## src/rtl/gpio_pkg.sv

```systemverilog
// rtl/gpio_pkg.sv - register word addresses and debounce counter sizing for gpio_ctrl
package gpio_pkg;

  localparam logic [2:0] GPIO_REG_IN      = 3'd0;
  localparam logic [2:0] GPIO_REG_OUT     = 3'd1;
  localparam logic [2:0] GPIO_REG_DIR     = 3'd2;
  localparam logic [2:0] GPIO_REG_RISE_EN = 3'd3;
  localparam logic [2:0] GPIO_REG_FALL_EN = 3'd4;
  localparam logic [2:0] GPIO_REG_STATUS  = 3'd5;

  function automatic int cnt_width(input int cycles);
    return $clog2(cycles);
  endfunction

endpackage

```

## src/rtl/gpio_debounce.sv

```systemverilog
// rtl/gpio_debounce.sv - one pin: input synchroniser plus optional debouncer (GPIO_DEBOUNCE_EN)
// Without GPIO_DEBOUNCE_EN the stable value is the synchroniser output itself.
module gpio_debounce
  import gpio_pkg::*;
#(
  parameter int SYNC_STAGES     = 2,
  parameter int DEBOUNCE_CYCLES = 50000
) (
  input  logic clk_i,
  input  logic rst_i,
  input  logic din,
  output logic stb
);

  logic [SYNC_STAGES-1:0] sync;

  always_ff @(posedge clk_i or posedge rst_i) begin
    if (rst_i) begin
      sync <= '0;
    end else begin
      sync <= {sync[SYNC_STAGES-2:0], din};
    end
  end

`ifdef GPIO_DEBOUNCE_EN
  localparam int CW = cnt_width(DEBOUNCE_CYCLES);

  logic [CW-1:0] cnt;

  // The counter only runs while the synchronised value disagrees with stb.
  always_ff @(posedge clk_i or posedge rst_i) begin
    if (rst_i) begin
      cnt <= '0;
      stb <= 1'b0;
    end else if (sync[SYNC_STAGES-1] == stb) begin
      cnt <= '0;
    end else if (cnt == CW'(DEBOUNCE_CYCLES - 1)) begin
      stb <= sync[SYNC_STAGES-1];
      cnt <= '0;
    end else begin
      cnt <= cnt + CW'(1);
    end
  end
`else
  assign stb = sync[SYNC_STAGES-1];
`endif

endmodule

```

## src/rtl/gpio_ctrl.sv

```systemverilog
// rtl/gpio_ctrl.sv - memory-mapped GPIO controller with edge capture and level interrupt
// Debounce per pin is built only when GPIO_DEBOUNCE_EN is defined.
module gpio_ctrl
  import gpio_pkg::*;
#(
  parameter int WIDTH           = 32,
  parameter int SYNC_STAGES     = 2,
  parameter int DEBOUNCE_CYCLES = 50000
) (
  input  logic             clk_i,
  input  logic             rst_i,
  input  logic             cs_i,
  input  logic             we_i,
  input  logic [2:0]       addr_i,
  input  logic [31:0]      wdata_i,
  output logic [31:0]      rdata_o,
  output logic             ack_o,
  input  logic [WIDTH-1:0] gpio_i,
  output logic [WIDTH-1:0] gpio_o,
  output logic [WIDTH-1:0] gpio_oe_o,
  output logic             irq_o
);

  logic [WIDTH-1:0] stb;
  logic [WIDTH-1:0] stb_q;
  logic [WIDTH-1:0] out_r;
  logic [WIDTH-1:0] dir_r;
  logic [WIDTH-1:0] rise_en;
  logic [WIDTH-1:0] fall_en;
  logic [WIDTH-1:0] status;
  logic [WIDTH-1:0] edge_set;
  logic [WIDTH-1:0] w1c;
  logic [31:0]      rd_mux;
  logic             wr;

  for (genvar i = 0; i < WIDTH; i++) begin : g_pin
    gpio_debounce #(
      .SYNC_STAGES    (SYNC_STAGES),
      .DEBOUNCE_CYCLES(DEBOUNCE_CYCLES)
    ) u_debounce (
      .clk_i(clk_i),
      .rst_i(rst_i),
      .din  (gpio_i[i]),
      .stb  (stb[i])
    );
  end

  assign wr = cs_i & we_i;

  // Pins configured as outputs never capture edges.
  assign edge_set = ~dir_r & ((stb & ~stb_q & rise_en) | (~stb & stb_q & fall_en));
  assign w1c      = (wr && addr_i == GPIO_REG_STATUS) ? wdata_i[WIDTH-1:0] : '0;

  always_comb begin
    rd_mux = '0;
    case (addr_i)
      GPIO_REG_IN:      rd_mux[WIDTH-1:0] = stb;
      GPIO_REG_OUT:     rd_mux[WIDTH-1:0] = out_r;
      GPIO_REG_DIR:     rd_mux[WIDTH-1:0] = dir_r;
      GPIO_REG_RISE_EN: rd_mux[WIDTH-1:0] = rise_en;
      GPIO_REG_FALL_EN: rd_mux[WIDTH-1:0] = fall_en;
      GPIO_REG_STATUS:  rd_mux[WIDTH-1:0] = status;
      default:          rd_mux = '0;
    endcase
  end

  always_ff @(posedge clk_i or posedge rst_i) begin
    if (rst_i) begin
      stb_q   <= '0;
      out_r   <= '0;
      dir_r   <= '0;
      rise_en <= '0;
      fall_en <= '0;
      status  <= '0;
      irq_o   <= 1'b0;
      ack_o   <= 1'b0;
      rdata_o <= '0;
    end else begin
      stb_q   <= stb;
      // A new edge in the same cycle as its W1C keeps the bit set.
      status  <= (status & ~w1c) | edge_set;
      irq_o   <= |status;
      ack_o   <= cs_i;
      rdata_o <= (cs_i && !we_i) ? rd_mux : '0;
      if (wr) begin
        case (addr_i)
          GPIO_REG_OUT:     out_r   <= wdata_i[WIDTH-1:0];
          GPIO_REG_DIR:     dir_r   <= wdata_i[WIDTH-1:0];
          GPIO_REG_RISE_EN: rise_en <= wdata_i[WIDTH-1:0];
          GPIO_REG_FALL_EN: fall_en <= wdata_i[WIDTH-1:0];
          default: ;
        endcase
      end
    end
  end

  assign gpio_o    = out_r;
  assign gpio_oe_o = dir_r;

endmodule

```

## config.mk

```make
export PLATFORM = sky130hd
export DESIGN_NAME = gpio_ctrl
export DESIGN_NICKNAME = d
export VERILOG_FILES = /design/src/rtl/gpio_pkg.sv /design/src/rtl/gpio_debounce.sv /design/src/rtl/gpio_ctrl.sv
export SDC_FILE = /design/constraint.sdc
export NUM_CORES = 1
export LEC_CHECK = 0
export BUFFER_PORTS_ARGS = -buffer_cell sky130_fd_sc_hd__buf_2
export CAP_MARGIN = 5
export CORE_UTILIZATION = 43
export CTS_CLUSTER_SIZE = 10
export DETAILED_ROUTE_END_ITERATION = 7
export GPL_TIMING_DRIVEN = 0
export MAX_ROUTING_LAYER = met4
export PLACE_DENSITY = 0.66
export RECOVER_POWER = 25
export SLEW_MARGIN = 10
export SYNTH_ARGS = -nofsm -noshare
export SYNTH_HDL_FRONTEND = slang
export SYNTH_SLANG_ARGS = --single-unit
export TNS_END_PERCENT = 10
```

## constraint.sdc

```tcl
create_clock -name clk_i -period 11.4 [get_ports clk_i]
set_input_delay 1.71 -clock clk_i [delete_from_list [all_inputs] [get_ports clk_i]]
set_output_delay 1.71 -clock clk_i [all_outputs]
set_load 0.1 [all_outputs]
```

== Yosys cells after proc, flatten, opt, wreduce, memory -nomap -nowiden ==
Index checks and enable logic that the tools add are counted.

* Word-level logic and storage cells: 71
* Memories: 0
* Memory bits (writable): 0
* Output and inout port bits: 98
* ROM bits: 0
* Input bits: 71
* Flip-flop bits (word level): 290
* Bits in latches: 0

* Eq/ne operators: 5
* Add/sub/neg operators: 0
* Shift operators: 0
* Reductions and logical operators: 9
* Div/mod/pow operators: 0
* Muxes and demuxes: 3
* Bitwise logic cells: 13
* Order comparisons: 0
* $mul: 0

{| class="wikitable"
|+ Operator list
! operator !! count
|-
| $and 32x32->32 || 6
|-
| $pmux 32 s6 || 1
|-
| $not 32->32 || 4
|-
| $mux 32 || 2
|-
| $or 32x32->32 || 2
|-
| $reduce_or 32->1 || 1
|-
| $reduce_and 2->1 || 4
|-
| $eq 3x2->1 const B || 2
|-
| $eq 3x3->1 const B || 2
|-
| $eq 3x1->1 const B || 1
|-
| $logic_not 3->1 || 1
|-
| $logic_and 1x1->1 || 2
|-
| $and 1x1->1 || 1
|-
| $logic_not 1->1 || 1
|}

== Longest topological paths before layout ==
Gate-level depths: netlist of run 1.

* Depth in word-level cells: 6
* Depth in mapped cells: 6
* Gate-level depth less buffers: 3

== Modules after synthesis ==
Synthesis of run 1 repeated with hierarchy kept, for this count alone.

* Cells, all modules: 888
* Area total of the unflattened synthesis: 12199.2 µm²

{| class="wikitable"
|+ By module, submodules not included
! module !! cells each !! area each (µm²) !! sequential area each (µm²) !! times used
|-
| gpio_ctrl || 792 || 10477.5 || 5655.4 || 1
|-
| gpio_debounce || 3 || 53.8 || 50.0 || 32
|}

== Worst setup path before layout of run 1 ==
OpenSTA, ideal clock, no wires.

* Path kind: input to register
* Start: input addr_i[1]
* End: register fall_en[19]
* Library setup time: 125 ps
* Slack: 8473 ps
* Stages: 4
* Path buffers: 2
* Data required time: 11275 ps
* Arrival: 2802 ps
* Cells stage by stage: buf_4 -> nor4_4 -> buf_6 -> mux2_2

* Cells in the longest elaborated chain, start to end: 2

{| class="wikitable"
|+ RTL lines
! item !! line !! source
|-
| start, declared || gpio_ctrl.sv:14 || <nowiki>input logic [2:0] addr_i,</nowiki>
|-
| $eq 3x3->1 || gpio_ctrl.sv:86 || <nowiki>case (addr_i)</nowiki>
|-
| $reduce_and 2->1 (no source line) || -- ||
|-
| end signal, assigned || gpio_ctrl.sv:90 || <nowiki>GPIO_REG_FALL_EN: fall_en <= wdata_i[WIDTH-1:0];</nowiki>
|-
| end, declared || gpio_ctrl.sv:29 || <nowiki>logic [WIDTH-1:0] fall_en;</nowiki>
|}

No other way between the ends.
A chain may end at the register's enable or synchronous reset.

== Final worst setup path of run 1 ==
* Start: input addr_i[1]
* End: register rdata_o[8]

* Cells in the longest elaborated chain, start to end: 3
* Elaborated cells on any way between the ends: 8
* Those cells by class: eq/ne: 5; mux: 2; reduce/logical: 1

{| class="wikitable"
|+ RTL lines
! item !! line !! source
|-
| $eq 3x3->1 (tied with other cells) || gpio_ctrl.sv:56 || <nowiki>case (addr_i)</nowiki>
|-
| $pmux 32 s6 (*) || gpio_ctrl.sv:56 ||
|-
| $mux 32 (*) || gpio_ctrl.sv:84 || <nowiki>rdata_o <= (cs_i && !we_i) ? rd_mux : '0;</nowiki>
|-
| end signal, assigned || gpio_ctrl.sv:84 ||
|-
| end, declared || gpio_ctrl.sv:16 || <nowiki>output logic [31:0] rdata_o,</nowiki>
|}

Every way passes the cells marked *; elsewhere a longest branch is shown, timed or not.

==> impl_metrics.xml, run 1 <==
<?xml version="1.0" encoding="UTF-8"?>
<metrics>
  <group name="floorplanning">
    <metric name="ios" unit="">169</metric>
    <metric name="core" unit="mm^2">0.02710</metric>
    <metric name="die_area" unit="mm^2">0.02839</metric>
    <metric name="die_h" unit="um">168.5</metric>
    <metric name="die-width" unit="um">168.5</metric>
    <metric name="core_rows" unit="">60</metric>
    <metric name="initial_core_util" unit="%">43.99</metric>
  </group>
  <group name="finish">
    <metric name="nNetsFinal" unit="">1114</metric>
    <metric name="filler_cell_count" unit="">2325</metric>
    <metric name="fin_util" unit="%">52.65</metric>
    <metric name="syn_to_layout_area_delta" unit="%">19.69</metric>
    <metric name="finish.cell_count_without_fillers" unit="">1424</metric>
    <metric name="drive_above_1_share" unit="%">42.23</metric>
  </group>
  <group name="yosys">
    <metric name="synth_largest_type_area_fraction" unit="%">60.87</metric>
    <metric name="mappedNetlistNets" unit="">906</metric>
    <metric name="netlist_instances" unit="">835</metric>
    <metric name="synth_seq_area_share" unit="%">60.87</metric>
    <metric name="yosys.area.top_type" unit="">dfrtp_1</metric>
    <metric name="yosys_register_bits" unit="">290</metric>
    <metric name="synth_flop_cell" unit="">dfrtp_1</metric>
    <metric name="synthArstFlopShare" unit="%">100.0</metric>
    <metric name="syn_avg_cell_area" unit="um^2">14.28</metric>
    <metric name="synth_most_common_cell" unit="">dfrtp_1</metric>
    <metric name="synthTopCellsByCount" unit="">290 x dfrtp_1, 148 x mux2_2, 75 x a21oi_1, 64 x nand3b_1, 33 x nand3_1</metric>
    <metric name="edff_count_synth" unit="">0</metric>
    <metric name="synth_warn" unit="">0</metric>
    <metric name="synth_top_cells_by_area" unit="">dfrtp_1 61%, mux2_2 14%, nand3b_1 4.0%, mux2_4 3.8%, a21oi_1 3.1%</metric>
    <metric name="syn_area" unit="mm^2">0.01192</metric>
    <metric name="synth_cell_type_count" unit="">36</metric>
  </group>
  <group name="place">
    <metric name="globalplace.congestion" unit="">0.8448</metric>
    <metric name="buffer_ports.inserted" unit="">168</metric>
    <metric name="placed_cells_incl_taps" unit="">1378</metric>
    <metric name="preCtsSetupSlack" unit="ns">7.562</metric>
    <metric name="dpl.hpwl" unit="um">21960</metric>
  </group>
  <group name="cts">
    <metric name="cts-buffers-inserted" unit="">35</metric>
    <metric name="cts_tree" unit="">built</metric>
    <metric name="cts_root_buffer" unit="">clkbuf_16</metric>
    <metric name="cts-root-to-sink-buffers" unit="">3</metric>
    <metric name="worst_skew_pair_latency" unit="ns">0.51</metric>
    <metric name="cts_sinks" unit="">290</metric>
    <metric name="cts_setup_buffers" unit="">0</metric>
    <metric name="clk_pin_slew_worst_paths" unit="ns">0.05</metric>
    <metric name="cts_max_level" unit="">2</metric>
    <metric name="cts.repair.resized" unit="">0</metric>
    <metric name="hold_buffers" unit="">0</metric>
  </group>
  <group name="timing">
    <metric name="slew_headroom" unit="%">-26.09</metric>
    <metric name="fmax" unit="GHz">0.2940</metric>
    <metric name="final_hold_viol_count" unit="">0</metric>
    <metric name="timing.final.crit_period" unit="ns">3.401</metric>
    <metric name="timing.final.setup_violations" unit="">0</metric>
    <metric name="timing.final.max_slew_violations" unit="">39</metric>
    <metric name="grt_setup_unrepaired" unit="">no</metric>
    <metric name="worst_setup_slack_final" unit="ns">7.999</metric>
    <metric name="skew" unit="ns">0.01407</metric>
    <metric name="timing.final.crit_share" unit="%">29.83</metric>
    <metric name="worst-slew-pin-transition" unit="ns">1.881</metric>
  </group>
  <group name="power_and_ir_drop">
    <metric name="p_leak" unit="uW">0.006263</metric>
    <metric name="powerDensity" unit="mW/mm^2">219.4</metric>
    <metric name="irDropWorstVdd" unit="V">0.0001307</metric>
  </group>
  <group name="global_route">
    <metric name="grt_pass1_wl" unit="um">50860</metric>
    <metric name="grt_max_degree" unit="">91</metric>
    <metric name="remaining_overflow_grt" unit="">0</metric>
    <metric name="grt_pass1_vias" unit="">8146</metric>
    <metric name="grt_antenna_before_repair" unit="">2</metric>
    <metric name="grt_util_all_layers" unit="%">24.84</metric>
  </group>
  <group name="critical_path">
    <metric name="internal_reg_to_reg_setup_slack" unit="ns">9.86</metric>
    <metric name="regToRegEndpoint" unit="">irq_o</metric>
    <metric name="slowest_stage" unit="">nor2_1</metric>
    <metric name="crit_chain" unit="">buf_2 -&gt; buf_4 -&gt; buf_1 -&gt; nor2_1 -&gt; a32oi_1 -&gt; a21oi_1</metric>
    <metric name="critPathCaptureType" unit="">flop</metric>
    <metric name="worst-r2r-cell-count" unit="">3</metric>
    <metric name="cp-endpoint" unit="">rdata_o[8]</metric>
    <metric name="timing.critical_path.fanout_max" unit="">10</metric>
    <metric name="timing.critical_path.slowest_cell_delay" unit="ns">0.96</metric>
    <metric name="crit_start" unit="">addr_i[1]</metric>
    <metric name="start_kind" unit="">input pin</metric>
    <metric name="worst-setup-path-type" unit="">in2reg</metric>
    <metric name="start_of_the_worst_register_to_register_path" unit="">status[28]</metric>
    <metric name="worst_ep_arrival_time" unit="ns">3.78</metric>
    <metric name="cp.required" unit="ns">11.78</metric>
  </group>
  <group name="route">
    <metric name="wl_per_cell" unit="um">23.42</metric>
    <metric name="ant_nets" unit="">0</metric>
    <metric name="drt-total-wl" unit="um">33340</metric>
    <metric name="drt_pass1_iterations" unit="">5</metric>
    <metric name="routed_via_density" unit="">5.664</metric>
    <metric name="route.vias.total" unit="">8065</metric>
    <metric name="drc" unit="">0</metric>
    <metric name="detailedRoute.firstIterationViolations" unit="">594</metric>
  </group>
  <group name="outcome">
    <metric name="status" unit="">complete, but fails checks</metric>
    <metric name="failed_checks" unit="">capacitance limit, slew limit</metric>
  </group>
  <group name="worst_hold_path">
    <metric name="hold_path_startpoint" unit="">g_pin[18].u_debounce.sync[0]</metric>
    <metric name="holdCritPathClass" unit="">reg2reg</metric>
  </group>
  <group name="run">
    <metric name="drv.max_cap_violation_count" unit="">1</metric>
  </group>
</metrics>
-- cell usage in the layout, fill, tap and decap left out, drive strengths merged, types with 4 or more instances in the layout --
| master | n |
|---|---|
| a21o | 32 |
| a21oi | 75 |
| a22oi | 7 |
| a32oi | 28 |
| and4bb | 10 |
| buf | 205 |
| clkbuf | 56 |
| dfrtp | 290 |
| inv | 7 |
| mux2 | 184 |
| mux2i | 4 |
| mux4 | 4 |
| nand2 | 4 |
| nand3 | 33 |
| nand3b | 64 |
| nand4 | 7 |
| nor4 | 10 |
| nor4bb | 8 |
| o22ai | 4 |
-- flip-flops by register name, indices dropped and copies added, names as in the netlist, 32 cells and up --
| name | flops |
|---|---|
| fall_en | 32 |
| g_pin.u_debounce.sync | 64 |
| gpio_o | 32 |
| gpio_oe_o | 32 |
| rdata_o | 32 |
| rise_en | 32 |
| status | 32 |
| stb_q | 32 |
-- layout make-up --
type | instances | area (um^2) | share of cell area [%]
Tap cell | 372 | 465.4 | 3.262
Sequential cell | 290 | 7257 | 50.86
Antenna cell | 3 | 7.507 | 0.05261
Clock buffer | 41 | 940.9 | 6.594
Clock inverter | 2 | 10.01 | 0.07015
Inverter | 8 | 31.28 | 0.2192
Buffer | 49 | 285.3 | 1.999
Timing Repair Buffer | 171 | 922.1 | 6.463
Multi-Input combinational cell | 488 | 4349 | 30.48
-- per-layer routing --
metal	part of all wire [%]	global-route usage (%)	up-vias
li1	-	-	3514
met1	45	34.35	4131
met2	45	36.59	346
met3	7.3	4.863	74
met4	2.9	8.814	0
met5	0	-	-
-- report_power, final --
part	switching (uW)	leakage (uW)	internal, uW	total (uW)
Combinational	609	0.00234	234	843
Clock	392	0.000469	574	966
Sequential	137	0.00345	1190	1320
-- critical path: cells and delay by family --
kind            cells  cell delay, ns
compound gates      2            0.44
buf+inv             3            0.66
simple gates        1            0.96
-- worst min-delay path by stage --
| stage | to | slack, ns | depth (start not counted) |
|---|---|---|---|
| detailed placement | g_pin[28].u_debounce.sync[1] | 0.33 | 0 |
| global placement | g_pin[29].u_debounce.sync[1] | 0.33 | 0 |
| CTS | g_pin[6].u_debounce.sync[1] | 0.35 | 0 |
| floorplan | g_pin[0].u_debounce.sync[1] | 0.33 | 0 |
| global route | g_pin[26].u_debounce.sync[1] | 0.35 | 0 |
| finish | g_pin[18].u_debounce.sync[1] | 0.34 | 0 |
-- stage by stage --
stage	TNS [ns]	power, uW	instance area, um^2	hold slack (ns)
after floorplan	0	1984	11920	0.3312
after global placement	-433.26	2162	13230	0.3339
after detailed placement	0	2178	13320	0.3347
after CTS	0	3152	14270	0.3458
after global routing	0	3250	14270	0.3502
final	0	3131	14270	0.3445
-- kinds of logic (layout without fill, tap and decap cells) --
| logic type | count (synthesis) | in the layout | share of synthesized area (%) |
|---|---|---|---|
| mux | 192 | 192 | 19.42 |
| compound gates | 150 | 150 | 8.134 |
| flops | 290 | 290 | 60.87 |
| simple gates | 146 | 146 | 8.932 |
| other cells | 0 | 3 | 0 |
| buf+inv | 57 | 271 | 2.645 |
Power figures use the tool's default switching activity.
==> inputs of run 2 (changes only) <==
--- a/config.mk
+++ b/config.mk
@@ -5,6 +5,7 @@
 export SDC_FILE = /design/constraint.sdc
 export NUM_CORES = 1
 export LEC_CHECK = 0
+export ABC_AREA = 1
 export BUFFER_PORTS_ARGS = -buffer_cell sky130_fd_sc_hd__buf_2
 export CAP_MARGIN = 5
 export CORE_UTILIZATION = 43
==> constraint.sdc (replaced) <==
create_clock -name clk_i -period 3.45 [get_ports clk_i]
set_input_delay 0.5175 -clock clk_i [delete_from_list [all_inputs] [get_ports clk_i]]
set_output_delay 0.5175 -clock clk_i [all_outputs]
set_load 0.1 [all_outputs]
==> impl_metrics.xml, run 2 <==
<?xml version="1.0" encoding="UTF-8"?>
<metrics>
  <group name="critical_path">
    <metric name="critPathTopFamily" unit="">buffers and inverters</metric>
    <metric name="critPathCaptureType" unit="">output port</metric>
    <metric name="worst_ep_arrival_time" unit="ns">1.45</metric>
    <metric name="start_kind" unit="">flop</metric>
    <metric name="cp_num_buf_inv" unit="">1</metric>
    <metric name="crit_chain" unit="">buf_2</metric>
    <metric name="cp.required" unit="ns">2.93</metric>
    <metric name="start_of_the_worst_register_to_register_path" unit="">status[10]</metric>
    <metric name="slowest_stage" unit="">buf_2</metric>
    <metric name="timing.critical_path.fanout_max" unit="">4</metric>
    <metric name="timing.critical_path.slowest_cell_delay" unit="ns">0.47</metric>
    <metric name="worst-setup-path-type" unit="">reg2out</metric>
    <metric name="crit_start" unit="">gpio_oe_o[16]</metric>
  </group>
  <group name="yosys">
    <metric name="synth_seq_area_share" unit="%">60.56</metric>
    <metric name="yosys_register_bits" unit="">290</metric>
    <metric name="mappedNetlistNets" unit="">1380</metric>
    <metric name="synth_most_common_cell" unit="">dfrtp_1</metric>
    <metric name="netlist_instances" unit="">1309</metric>
    <metric name="synth_top_cells_by_area" unit="">dfrtp_1 61%, nand2_1 8.3%, o21ai_0 8.2%, nand4_1 6.1%, inv_1 4.0%</metric>
    <metric name="yosys.area.top_type" unit="">dfrtp_1</metric>
    <metric name="synth_largest_type_area_fraction" unit="%">60.56</metric>
    <metric name="synth_flop_cell" unit="">dfrtp_1</metric>
    <metric name="synthArstFlopShare" unit="%">100.0</metric>
    <metric name="syn_area" unit="mm^2">0.01198</metric>
    <metric name="synth_warn" unit="">0</metric>
    <metric name="edff_count_synth" unit="">0</metric>
    <metric name="synthTopCellsByCount" unit="">290 x dfrtp_1, 264 x nand2_1, 197 x o21ai_0, 127 x inv_1, 117 x nand4_1</metric>
    <metric name="synth_cell_type_count" unit="">21</metric>
    <metric name="syn_avg_cell_area" unit="um^2">9.155</metric>
  </group>
  <group name="run">
    <metric name="drv.max_cap_violation_count" unit="">0</metric>
  </group>
  <group name="timing">
    <metric name="timing.final.crit_period" unit="ns">1.970</metric>
    <metric name="worst_setup_slack_final" unit="ns">1.480</metric>
    <metric name="final_hold_viol_count" unit="">0</metric>
    <metric name="grt_setup_unrepaired" unit="">no</metric>
    <metric name="fmax" unit="GHz">0.5077</metric>
    <metric name="timing.final.setup_violations" unit="">0</metric>
    <metric name="timing.final.max_slew_violations" unit="">0</metric>
    <metric name="fin_hold_ws" unit="ns">0.09115</metric>
    <metric name="skew" unit="ns">0.01854</metric>
    <metric name="worst-slew-pin-transition" unit="ns">0.8567</metric>
    <metric name="slew_headroom" unit="%">42.88</metric>
    <metric name="timing.final.crit_share" unit="%">57.09</metric>
  </group>
  <group name="finish">
    <metric name="layout_common_cells" unit="">290 x dfrtp_1, 264 x nand2_1, 197 x o21ai_0</metric>
    <metric name="drive_above_1_share" unit="%">17.72</metric>
    <metric name="register_bank_with_the_most_flops" unit="">g_pin.u_debounce.sync</metric>
    <metric name="nNetsFinal" unit="">1593</metric>
    <metric name="layout_commonest_cell" unit="">dfrtp_1</metric>
    <metric name="syn_to_layout_area_delta" unit="%">20.61</metric>
    <metric name="fin_util" unit="%">53.19</metric>
    <metric name="flip_flop_count_of_the_largest_register_after_layout" unit="">64</metric>
  </group>
  <group name="power_and_ir_drop">
    <metric name="report.power.total" unit="uW">9814</metric>
    <metric name="p_int" unit="uW">6157</metric>
    <metric name="irDropWorstVdd" unit="V">0.0003859</metric>
    <metric name="share_comb_of_total_power" unit="%">24.3</metric>
    <metric name="power.sequential.fraction" unit="%">42.6</metric>
    <metric name="clock_power_share" unit="%">33.1</metric>
    <metric name="p_leak" unit="uW">0.007132</metric>
    <metric name="net-switching-power" unit="uW">3657</metric>
    <metric name="switching_share" unit="%">37.26</metric>
    <metric name="powerDensity" unit="mW/mm^2">679.0</metric>
  </group>
  <group name="floorplanning">
    <metric name="core_rows" unit="">60</metric>
    <metric name="initial_core_util" unit="%">44.10</metric>
    <metric name="die_h" unit="um">168.9</metric>
    <metric name="die_area" unit="mm^2">0.02854</metric>
    <metric name="core" unit="mm^2">0.02718</metric>
    <metric name="die-width" unit="um">168.9</metric>
    <metric name="ios" unit="">169</metric>
  </group>
  <group name="global_route">
    <metric name="grt_antenna_before_repair" unit="">2</metric>
    <metric name="grt_util_all_layers" unit="%">29.27</metric>
    <metric name="grt_pass1_vias" unit="">10452</metric>
    <metric name="grt_pass1_wl" unit="um">60910</metric>
    <metric name="grt_max_degree" unit="">39</metric>
    <metric name="remaining_overflow_grt" unit="">0</metric>
  </group>
  <group name="cts">
    <metric name="cts.repair.resized" unit="">0</metric>
    <metric name="worst_skew_pair_latency" unit="ns">0.53</metric>
    <metric name="cts_setup_buffers" unit="">0</metric>
    <metric name="cts_tree" unit="">built</metric>
    <metric name="cts-buffers-inserted" unit="">35</metric>
    <metric name="clk_pin_slew_worst_paths" unit="ns">0.06</metric>
    <metric name="cts-root-to-sink-buffers" unit="">3</metric>
    <metric name="cts_max_level" unit="">2</metric>
    <metric name="cts_sinks" unit="">290</metric>
    <metric name="cts_root_buffer" unit="">clkbuf_16</metric>
  </group>
  <group name="place">
    <metric name="preCtsSetupSlack" unit="ns">1.375</metric>
    <metric name="globalplace.congestion" unit="">0.9251</metric>
    <metric name="dpl.hpwl" unit="um">26730</metric>
    <metric name="buffer_ports.inserted" unit="">166</metric>
  </group>
  <group name="route">
    <metric name="drt-total-wl" unit="um">39710</metric>
    <metric name="drt_pass1_iterations" unit="">5</metric>
    <metric name="wl_per_cell" unit="um">20.87</metric>
    <metric name="drc" unit="">0</metric>
    <metric name="detailedRoute.firstIterationViolations" unit="">1302</metric>
    <metric name="route.vias.total" unit="">10714</metric>
    <metric name="ant_nets" unit="">0</metric>
    <metric name="routed_via_density" unit="">5.630</metric>
  </group>
  <group name="worst_hold_path">
    <metric name="hold_path_startpoint" unit="">gpio_i[27]</metric>
    <metric name="holdCritPathClass" unit="">in2reg</metric>
  </group>
  <group name="outcome">
    <metric name="status" unit="">complete, no violations</metric>
  </group>
</metrics>
[run 2: logic make-up (layout without fill, tap and decap cells)]
| logic type | count (synthesis) | in the layout | synth area share (%) |
|---|---|---|---|
| AOI/OAI and AO/OA | 284 | 284 | 11.94 |
| buffers and inverters | 213 | 433 | 7.632 |
| DFF | 290 | 290 | 60.56 |
| other | 0 | 2 | 0 |
| and+or+nand+nor | 522 | 522 | 19.87 |
[run 2: cell type report]
type                            count  area [um^2]
Antenna cell                        2        5.005
Buffer                             82        417.9
Clock buffer                       41        939.7
Clock inverter                      3        30.03
Fill cell                        2518        12720
Inverter                          131        496.7
Multi-Input combinational cell    806         3807
Sequential cell                   290         7257
Tap cell                          372        465.4
Timing Repair Buffer              176         1035
[run 2: worst paths after layout]
path,to,slack [ns],depth (start not counted)
worst max-delay path,gpio_oe_o[16],1.48,1
worst min-delay path,g_pin[27].u_debounce.sync[0],0.09,1
worst max register to register,irq_o,2.25,4
worst min register to register,g_pin[31].u_debounce.sync[1],0.34,0
max in group asynchronous,rdata_o[0],1.50,7
min in group asynchronous,gpio_oe_o[9],0.64,3
[run 2: what timing repair did]
item | 4_1_cts | 5_1_grt
setup endpoints to repair | 0 | 0
hold endpoints to repair | 12 | 0
hold buffers | 1 | 0
[run 2: per-layer routing]
metal	up-vias	GRT usage [%]	routed length (um)
li1	4807	-	-
met1	5146	39.97	16270
met2	625	42.47	17740
met3	136	5.611	3942
met4	0	12.96	1759
met5	-	-	0
[run 2: power by group through the flow]
stage          clock [uW]  sequential, uW  combinational, uW
2_1_floorplan           0            5380                625
3_3_place_gp            0            4220               2310
3_5_place_dp            0            4220               2380
4_1_cts              3290            4170               2380
5_1_grt              3430            4230               2540
6_report             3250            4180               2390
[run 2: stage by stage]
step	setup TNS [ns]	cells	instance area (um^2)
after detailed placement	0	1856	13480
after floorplan	-265.26	1309	11990
after global routing	0	1903	14450
after CTS	0	1901	14460
after global placement	-755.66	1847	13280
final	0	1903	14450
